`config.mk`:
```
export PLATFORM = sky130hd
export DESIGN_NAME = fetch_unit
export DESIGN_NICKNAME = d
export VERILOG_FILES = /design/src/rtl/riscv_pkg.sv /design/src/rtl/sync_fifo.sv /design/src/rtl/fetch_unit.sv
export SDC_FILE = /design/constraint.sdc
export NUM_CORES = 1
export LEC_CHECK = 0
export CELL_PAD_IN_SITES_DETAIL_PLACEMENT = 1
export CELL_PAD_IN_SITES_GLOBAL_PLACEMENT = 1
export CORE_MARGIN = 5
export CORE_UTILIZATION = 39
export DETAILED_ROUTE_END_ITERATION = 8
export PLACE_DENSITY = 0.75
export SLEW_MARGIN = 10
export SYNTH_ARGS = -nofsm -noshare
export SYNTH_HDL_FRONTEND = slang
export SYNTH_HIERARCHICAL = 1
export SYNTH_SLANG_ARGS = --single-unit
export TNS_END_PERCENT = 1
```
`constraint.sdc`:
```
create_clock -name clk -period 3.8 [get_ports clk]
set_clock_uncertainty 0.1 [all_clocks]
set_input_delay 0.57 -clock clk [delete_from_list [all_inputs] [get_ports clk]]
set_output_delay 0.57 -clock clk [all_outputs]
set_load 0.01 [all_outputs]
```
`src/rtl/riscv_pkg.sv`:
```
// Shared fetch-path definitions: default widths/addresses, the NOP encoding,
// the fetch queue entry layout and a saturating counter helper.
package riscv_pkg;

  localparam int unsigned  DEF_XLEN       = 32;
  localparam logic [31:0]  INSTR_NOP      = 32'h0000_0013;
  localparam logic [31:0]  DEF_RESET_ADDR = 32'h0000_0000;

  // One fetch queue entry at the default XLEN
  typedef struct packed {
    logic [DEF_XLEN-1:0] pc;
    logic [31:0]         instr;
  } fetch_entry_t;

  // 32-bit add that sticks at all-ones instead of wrapping
  function automatic logic [31:0] sat_add32(input logic [31:0] a, input logic [31:0] b);
    logic [32:0] sum;
    sum = {1'b0, a} + {1'b0, b};
    return sum[32] ? 32'hFFFF_FFFF : sum[31:0];
  endfunction

endpackage

```
`src/rtl/sync_fifo.sv`:
```
// Synchronous FIFO with flush; head entry is read straight from the storage
// registers and forced to zero while empty.
// Ports:
//   clk, reset      clock and synchronous active-high reset
//   flush           drops all entries (wins over push/pop)
//   push/push_data  write tail
//   pop             retire head
//   head_data       current head entry (zero when empty)
//   count           current occupancy
module sync_fifo #(
  parameter int unsigned WIDTH = 64,
  parameter int unsigned DEPTH = 4
) (
  input  logic                     clk,
  input  logic                     reset,
  input  logic                     flush,
  input  logic                     push,
  input  logic [WIDTH-1:0]         push_data,
  input  logic                     pop,
  output logic [WIDTH-1:0]         head_data,
  output logic [$clog2(DEPTH):0]   count
);

  localparam int unsigned PTR_W = $clog2(DEPTH);
  localparam int unsigned CNT_W = PTR_W + 1;

  logic [WIDTH-1:0] r_mem [DEPTH];
  logic [PTR_W-1:0] r_wr_ptr;
  logic [PTR_W-1:0] r_rd_ptr;
  logic [CNT_W-1:0] r_count;

  logic w_empty;
  logic w_full;
  logic w_push;
  logic w_pop;

  assign w_empty = (r_count == '0);
  assign w_full  = (r_count == CNT_W'(DEPTH));
  assign w_pop   = pop && !flush && !w_empty;
  // A full queue may still accept when the head leaves in the same cycle
  assign w_push  = push && !flush && (!w_full || w_pop);

  // Pointer/occupancy tracking; DEPTH is a power of two so pointers wrap naturally
  always_ff @(posedge clk) begin
    if (reset || flush) begin
      r_wr_ptr <= '0;
      r_rd_ptr <= '0;
      r_count  <= '0;
    end else begin
      if (w_push) r_wr_ptr <= r_wr_ptr + PTR_W'(1);
      if (w_pop)  r_rd_ptr <= r_rd_ptr + PTR_W'(1);
      case ({w_push, w_pop})
        2'b10:   r_count <= r_count + CNT_W'(1);
        2'b01:   r_count <= r_count - CNT_W'(1);
        default: r_count <= r_count;
      endcase
    end
  end

  // Storage; contents are don't-care outside the valid window
  always_ff @(posedge clk) begin
    if (w_push) r_mem[r_wr_ptr] <= push_data;
  end

  assign head_data = w_empty ? '0 : r_mem[r_rd_ptr];
  assign count     = r_count;

endmodule

```
`src/rtl/fetch_unit.sv`:
```
// Instruction fetch front end: PC generation, single outstanding imem request,
// response queue toward decode, and redirect (flush) handling.
// Optional feature macro: FETCH_UNIT_PERF_EN adds perf_fetched/perf_flushed.
// Ports:
//   clk, reset                      clock, synchronous active-high reset
//   imem_req/imem_addr              fetch request and word-aligned address
//   imem_rvalid/imem_rdata          response, exactly one cycle after request
//   redirect_valid/redirect_addr    branch/jump/trap redirect
//   out_valid/out_ready             head handshake toward the consumer
//   out_pc/out_instr                head instruction and its PC
//   perf_fetched/perf_flushed       (macro only) popped / discarded counts
module fetch_unit
  import riscv_pkg::*;
#(
  parameter int unsigned    XLEN       = DEF_XLEN,
  parameter int unsigned    DEPTH      = 4,
  parameter logic [XLEN-1:0] RESET_ADDR = XLEN'(DEF_RESET_ADDR)
) (
  input  logic            clk,
  input  logic            reset,
  output logic            imem_req,
  output logic [XLEN-1:0] imem_addr,
  input  logic            imem_rvalid,
  input  logic [31:0]     imem_rdata,
  input  logic            redirect_valid,
  input  logic [XLEN-1:0] redirect_addr,
  output logic            out_valid,
  input  logic            out_ready,
  output logic [XLEN-1:0] out_pc,
  output logic [31:0]     out_instr
`ifdef FETCH_UNIT_PERF_EN
  ,
  output logic [31:0]     perf_fetched,
  output logic [31:0]     perf_flushed
`endif
);

  localparam int unsigned CNT_W   = $clog2(DEPTH) + 1;
  localparam int unsigned OCC_W   = CNT_W + 1;
  localparam int unsigned ENTRY_W = XLEN + 32;

  logic [XLEN-1:0]    r_pc;
  logic               r_inflight;
  logic [XLEN-1:0]    r_inflight_pc;
  logic               r_inflight_epoch;
  logic               r_epoch;

  logic [CNT_W-1:0]   w_count;
  logic [ENTRY_W-1:0] w_head;
  logic [OCC_W-1:0]   w_occ;
  logic               w_resp_ok;
  logic               w_push;
  logic               w_pop;
  logic               w_unused;

  // Low address bits of a redirect target are dropped by alignment
  assign w_unused = &{1'b0, redirect_addr[1:0]};

  // Queued entries plus the outstanding response must stay within DEPTH
  assign w_occ    = OCC_W'(w_count) + OCC_W'(r_inflight);
  assign imem_req = !reset && !redirect_valid && (w_occ < OCC_W'(DEPTH));
  assign imem_addr = r_pc;

  // A response counts only if it belongs to the current epoch
  assign w_resp_ok = imem_rvalid && r_inflight && (r_inflight_epoch == r_epoch);
  assign w_push    = w_resp_ok && !redirect_valid;

  // A head handshake coinciding with a redirect is void
  assign out_valid = (w_count != '0);
  assign w_pop     = out_valid && out_ready && !redirect_valid;

  // PC, outstanding-request tracking and epoch
  always_ff @(posedge clk) begin
    if (reset) begin
      r_pc             <= RESET_ADDR;
      r_inflight       <= 1'b0;
      r_inflight_pc    <= '0;
      r_inflight_epoch <= 1'b0;
      r_epoch          <= 1'b0;
    end else begin
      if (redirect_valid) begin
        r_pc    <= {redirect_addr[XLEN-1:2], 2'b00};
        r_epoch <= ~r_epoch;
      end else if (imem_req) begin
        r_pc <= r_pc + XLEN'(4);
      end
      r_inflight <= imem_req;
      if (imem_req) begin
        r_inflight_pc    <= r_pc;
        r_inflight_epoch <= r_epoch;
      end
    end
  end

  sync_fifo #(
    .WIDTH (ENTRY_W),
    .DEPTH (DEPTH)
  ) u_fifo (
    .clk       (clk),
    .reset     (reset),
    .flush     (redirect_valid),
    .push      (w_push),
    .push_data ({r_inflight_pc, imem_rdata}),
    .pop       (w_pop),
    .head_data (w_head),
    .count     (w_count)
  );

  assign out_pc    = w_head[ENTRY_W-1:32];
  assign out_instr = w_head[31:0];

`ifdef FETCH_UNIT_PERF_EN
  logic [31:0] r_perf_fetched;
  logic [31:0] r_perf_flushed;
  logic [31:0] w_flush_cnt;

  // Discarded work on a redirect: every queued entry plus a returning response
  assign w_flush_cnt = redirect_valid ? (32'(w_count) + 32'(w_resp_ok)) : 32'h0;

  always_ff @(posedge clk) begin
    if (reset) begin
      r_perf_fetched <= 32'h0;
      r_perf_flushed <= 32'h0;
    end else begin
      if (w_pop)          r_perf_fetched <= sat_add32(r_perf_fetched, 32'd1);
      if (redirect_valid) r_perf_flushed <= sat_add32(r_perf_flushed, w_flush_cnt);
    end
  end

  assign perf_fetched = r_perf_fetched;
  assign perf_flushed = r_perf_flushed;
`endif

endmodule

```
==> flow_summary.yaml <==
run_status:
  outcome: "finished clean"
timing:
  slew_headroom: 0.524
  fmax_mhz: 298
  final-max-slew-violation-count: 0
  setup_violations: 0
  layout_setup_ws_ns: 0.444
  whs_ns: 0.380
  period_minus_slack_ns: 3.36
  grt_setup_unrepaired: "false"
  setup_tns_ns: 0
  timing.final.crit_share: 0.883
  tightest_slew_ns: 0.714
  hold_viol: 0
worst_hold_path:
  hold_path.class: "reg -> reg"
  min-delay-start: "r_inflight_epoch"
cells_and_area:
  antennaDiodeCount: 0
  instances_no_fill: 1500
  finalNetCount: 1103
  multi_input_area_sq_um: 3850
  syn_to_final_growth_pct: 25.0
  layout-drive-gt1-share: 0.140
  fill_cells: 3308
  seqCellArea_sq_um: 9140
critical_path:
  cp-startpoint: "redirect_valid"
  cp-start-kind: "input port"
  r2r_start: "u_fifo/count[0]"
  worst-setup-path-type: "in -> out"
  cp.required_ns: 3.13
  end_kind: "output port"
  worstPathArrival_ns: 2.69
  rrSetupSlack_ns: 0.50
  crit_fanout: 38
logic_synthesis:
  ys.flop_type: "edfxtp_1"
  netlist_area_sq_um: 13300
  synth_compound_area_frac: 0.0497
  synthXorXnorAreaFrac: 0.00793
  synth_cells: 860
  synth_largest_area_cell: "edfxtp_1"
  synth_most_common_cell: "edfxtp_1"
  muxShareOfSynthArea: 0.109
  yosysTopAreaCellShare: 0.580
  synth_edf_count: 256
  yosys-top-cells-area: "edfxtp_1, dfxtp_1, mux4_2, nor2b_1, nand2_1"
  synth_common_cells: "edfxtp_1, nand2_1, dfxtp_1, nor2b_1, mux4_2"
  netlist-cell-type-count: 57
  synth-simple-area-share: 0.112
  yosysWarnings: 6
  async_flop_share: 0
  syn_area_per_cell_sq_um: 15.4
  yosys.area_share.adder: 0.00717
  synth_top_family_by_area: "simple AND/OR/NAND/NOR gates"
  ys_ff_latch: 328
  seq_area_frac_synth: 0.688
clocking:
  cts_buffers: 35
  cts-root-buf: "clkbuf_16"
  clockBufferDepth: 3
  h-tree-depth: 2
  cts_tree: "built"
  cts-resized-gates: 0
  hold_buffers: 0
  cts_sinks: 328
  clock_latency_ns: 0.50
  clk_transition_reported_paths_ns: 0.05
  cts_post_setup_buffers_inserted: 0
grt:
  grt.total_usage: 0.163
  first_global_vias: 8522
  antenna_found_initial: 0
  grt_max_degree: 67
  grt-ovfl-total: 0
  grt_first_pass_wirelength_mm: 49.5
floorplan:
  die_w_microns: 194
  pin_count: 167
  initial_core_util: 0.395
  fp.coreArea_sq_um: 33500
  chipHeight_microns: 194
  dieArea_sq_um: 37800
  num_rows: 67
route:
  drt_iter0_drc: 344
  vias: 7857
  drcViolationCount: 0
  ant_nets: 0
  wire_per_inst_microns: 20.7
  wl_mm: 31.0
  drtPass1Iterations: 5
  viasPerCell: 5.24
power:
  power_density_nw_per_um2: 456
  ir_drop_mv: 0.249
  p_leak_uw: 0.00530
placed_design:
  portBuffers: 162
  gp_congestion: 0.807
  dp_hpwl_mm: 19.7
  place_ws_ns: 0.232
  dp_cells: 1438
flow_run:
  maxCapViolCount: 0
==> cells in the final DEF (no fill, tap or decap), types with 17 or more instances in the layout <==
cell / netlist / routed
mux4_2: 64 / 64
nand2_1: 84 / 84
clkdlybuf4s50_1: 0 / 161
edfxtp_1: 256 / 256
nor2_1: 25 / 25
dfxtp_1: 72 / 70
clkbuf_16: 0 / 37
a21oi_1: 40 / 40
nor2b_1: 67 / 67
nand4_1: 17 / 17
==> metrics by stage <==
| stage | area [sq um] | total power (uW) | utilization |
|---|---|---|---|
| after floorplan | 13300 | 4150 | - |
| after global placement | 15500 | 4330 | 0.461 |
| after detailed placement | 15500 | 4340 | 0.461 |
| after CTS | 16600 | 7660 | 0.494 |
| after global routing | 16600 | 7870 | 0.494 |
| final | 16600 | 7550 | 0.494 |
==> worst paths after layout <==
path / endpoint / cells past startpoint
worst min register to register: r_inflight_epoch / 2
worst min-delay path: r_inflight_epoch / 2
worst max-delay path: imem_req / 6
worst max register to register: u_fifo/count[2] / 11
==> area by class of cell <==
class | instances | share of cell area
clock buffer | 46 | 0.0579
clock inverter | 16 | 0.00906
tap | 448 | 0.0338
multi-input combinational | 465 | 0.232
inverter | 17 | 0.00385
timing repair buffer | 180 | 0.112
sequential | 328 | 0.551
==> logic make-up after synthesis <==
group	count (synthesis)
flip-flops	328
AND/OR/NAND/NOR	275
AO/OA/AOI/OAI	97
buffers and inverters	76
multiplexers	64
XOR/XNOR	12
adder cells (fa/ha/maj)	7
other	1
==> sequential cells by signal (all words and copies together) (netlist names), named ones only <==
name	cells
u_fifo/count	3
r_epoch	1
r_inflight_pc	30
r_inflight_epoch	1
u_fifo/r_mem	256
u_fifo/r_rd_ptr	2
imem_addr	30
u_fifo/r_wr_ptr	2
r_inflight	1
==> per-layer routing <==
| layer | GRT usage | wire length (microns) | up-vias |
|---|---|---|---|
| met3 | 0.0305 | 1580 | 42 |
| met5 | 0 | 0 | - |
| met4 | 0.0331 | 471 | 0 |
| li1 | - | - | 3645 |
| met1 | 0.235 | 14300 | 3959 |
| met2 | 0.262 | 14600 | 211 |
==> power breakdown <==
part,internal [uW],switching (uW),leakage [uW]
sequential,3900,66.6,0.00303
combinational,158,143,0.00173
clock,1980,1310,0.000534
==> worst max-delay path, stage by stage <==
cell,delay [ns]
clkdlybuf4s50_1,0.43
buf_4,0.27
or3_4,0.52
or2_1,0.27
inv_2,0.07
clkdlybuf4s50_1,0.54
Note: power is estimated with default switching activity, not from simulation.
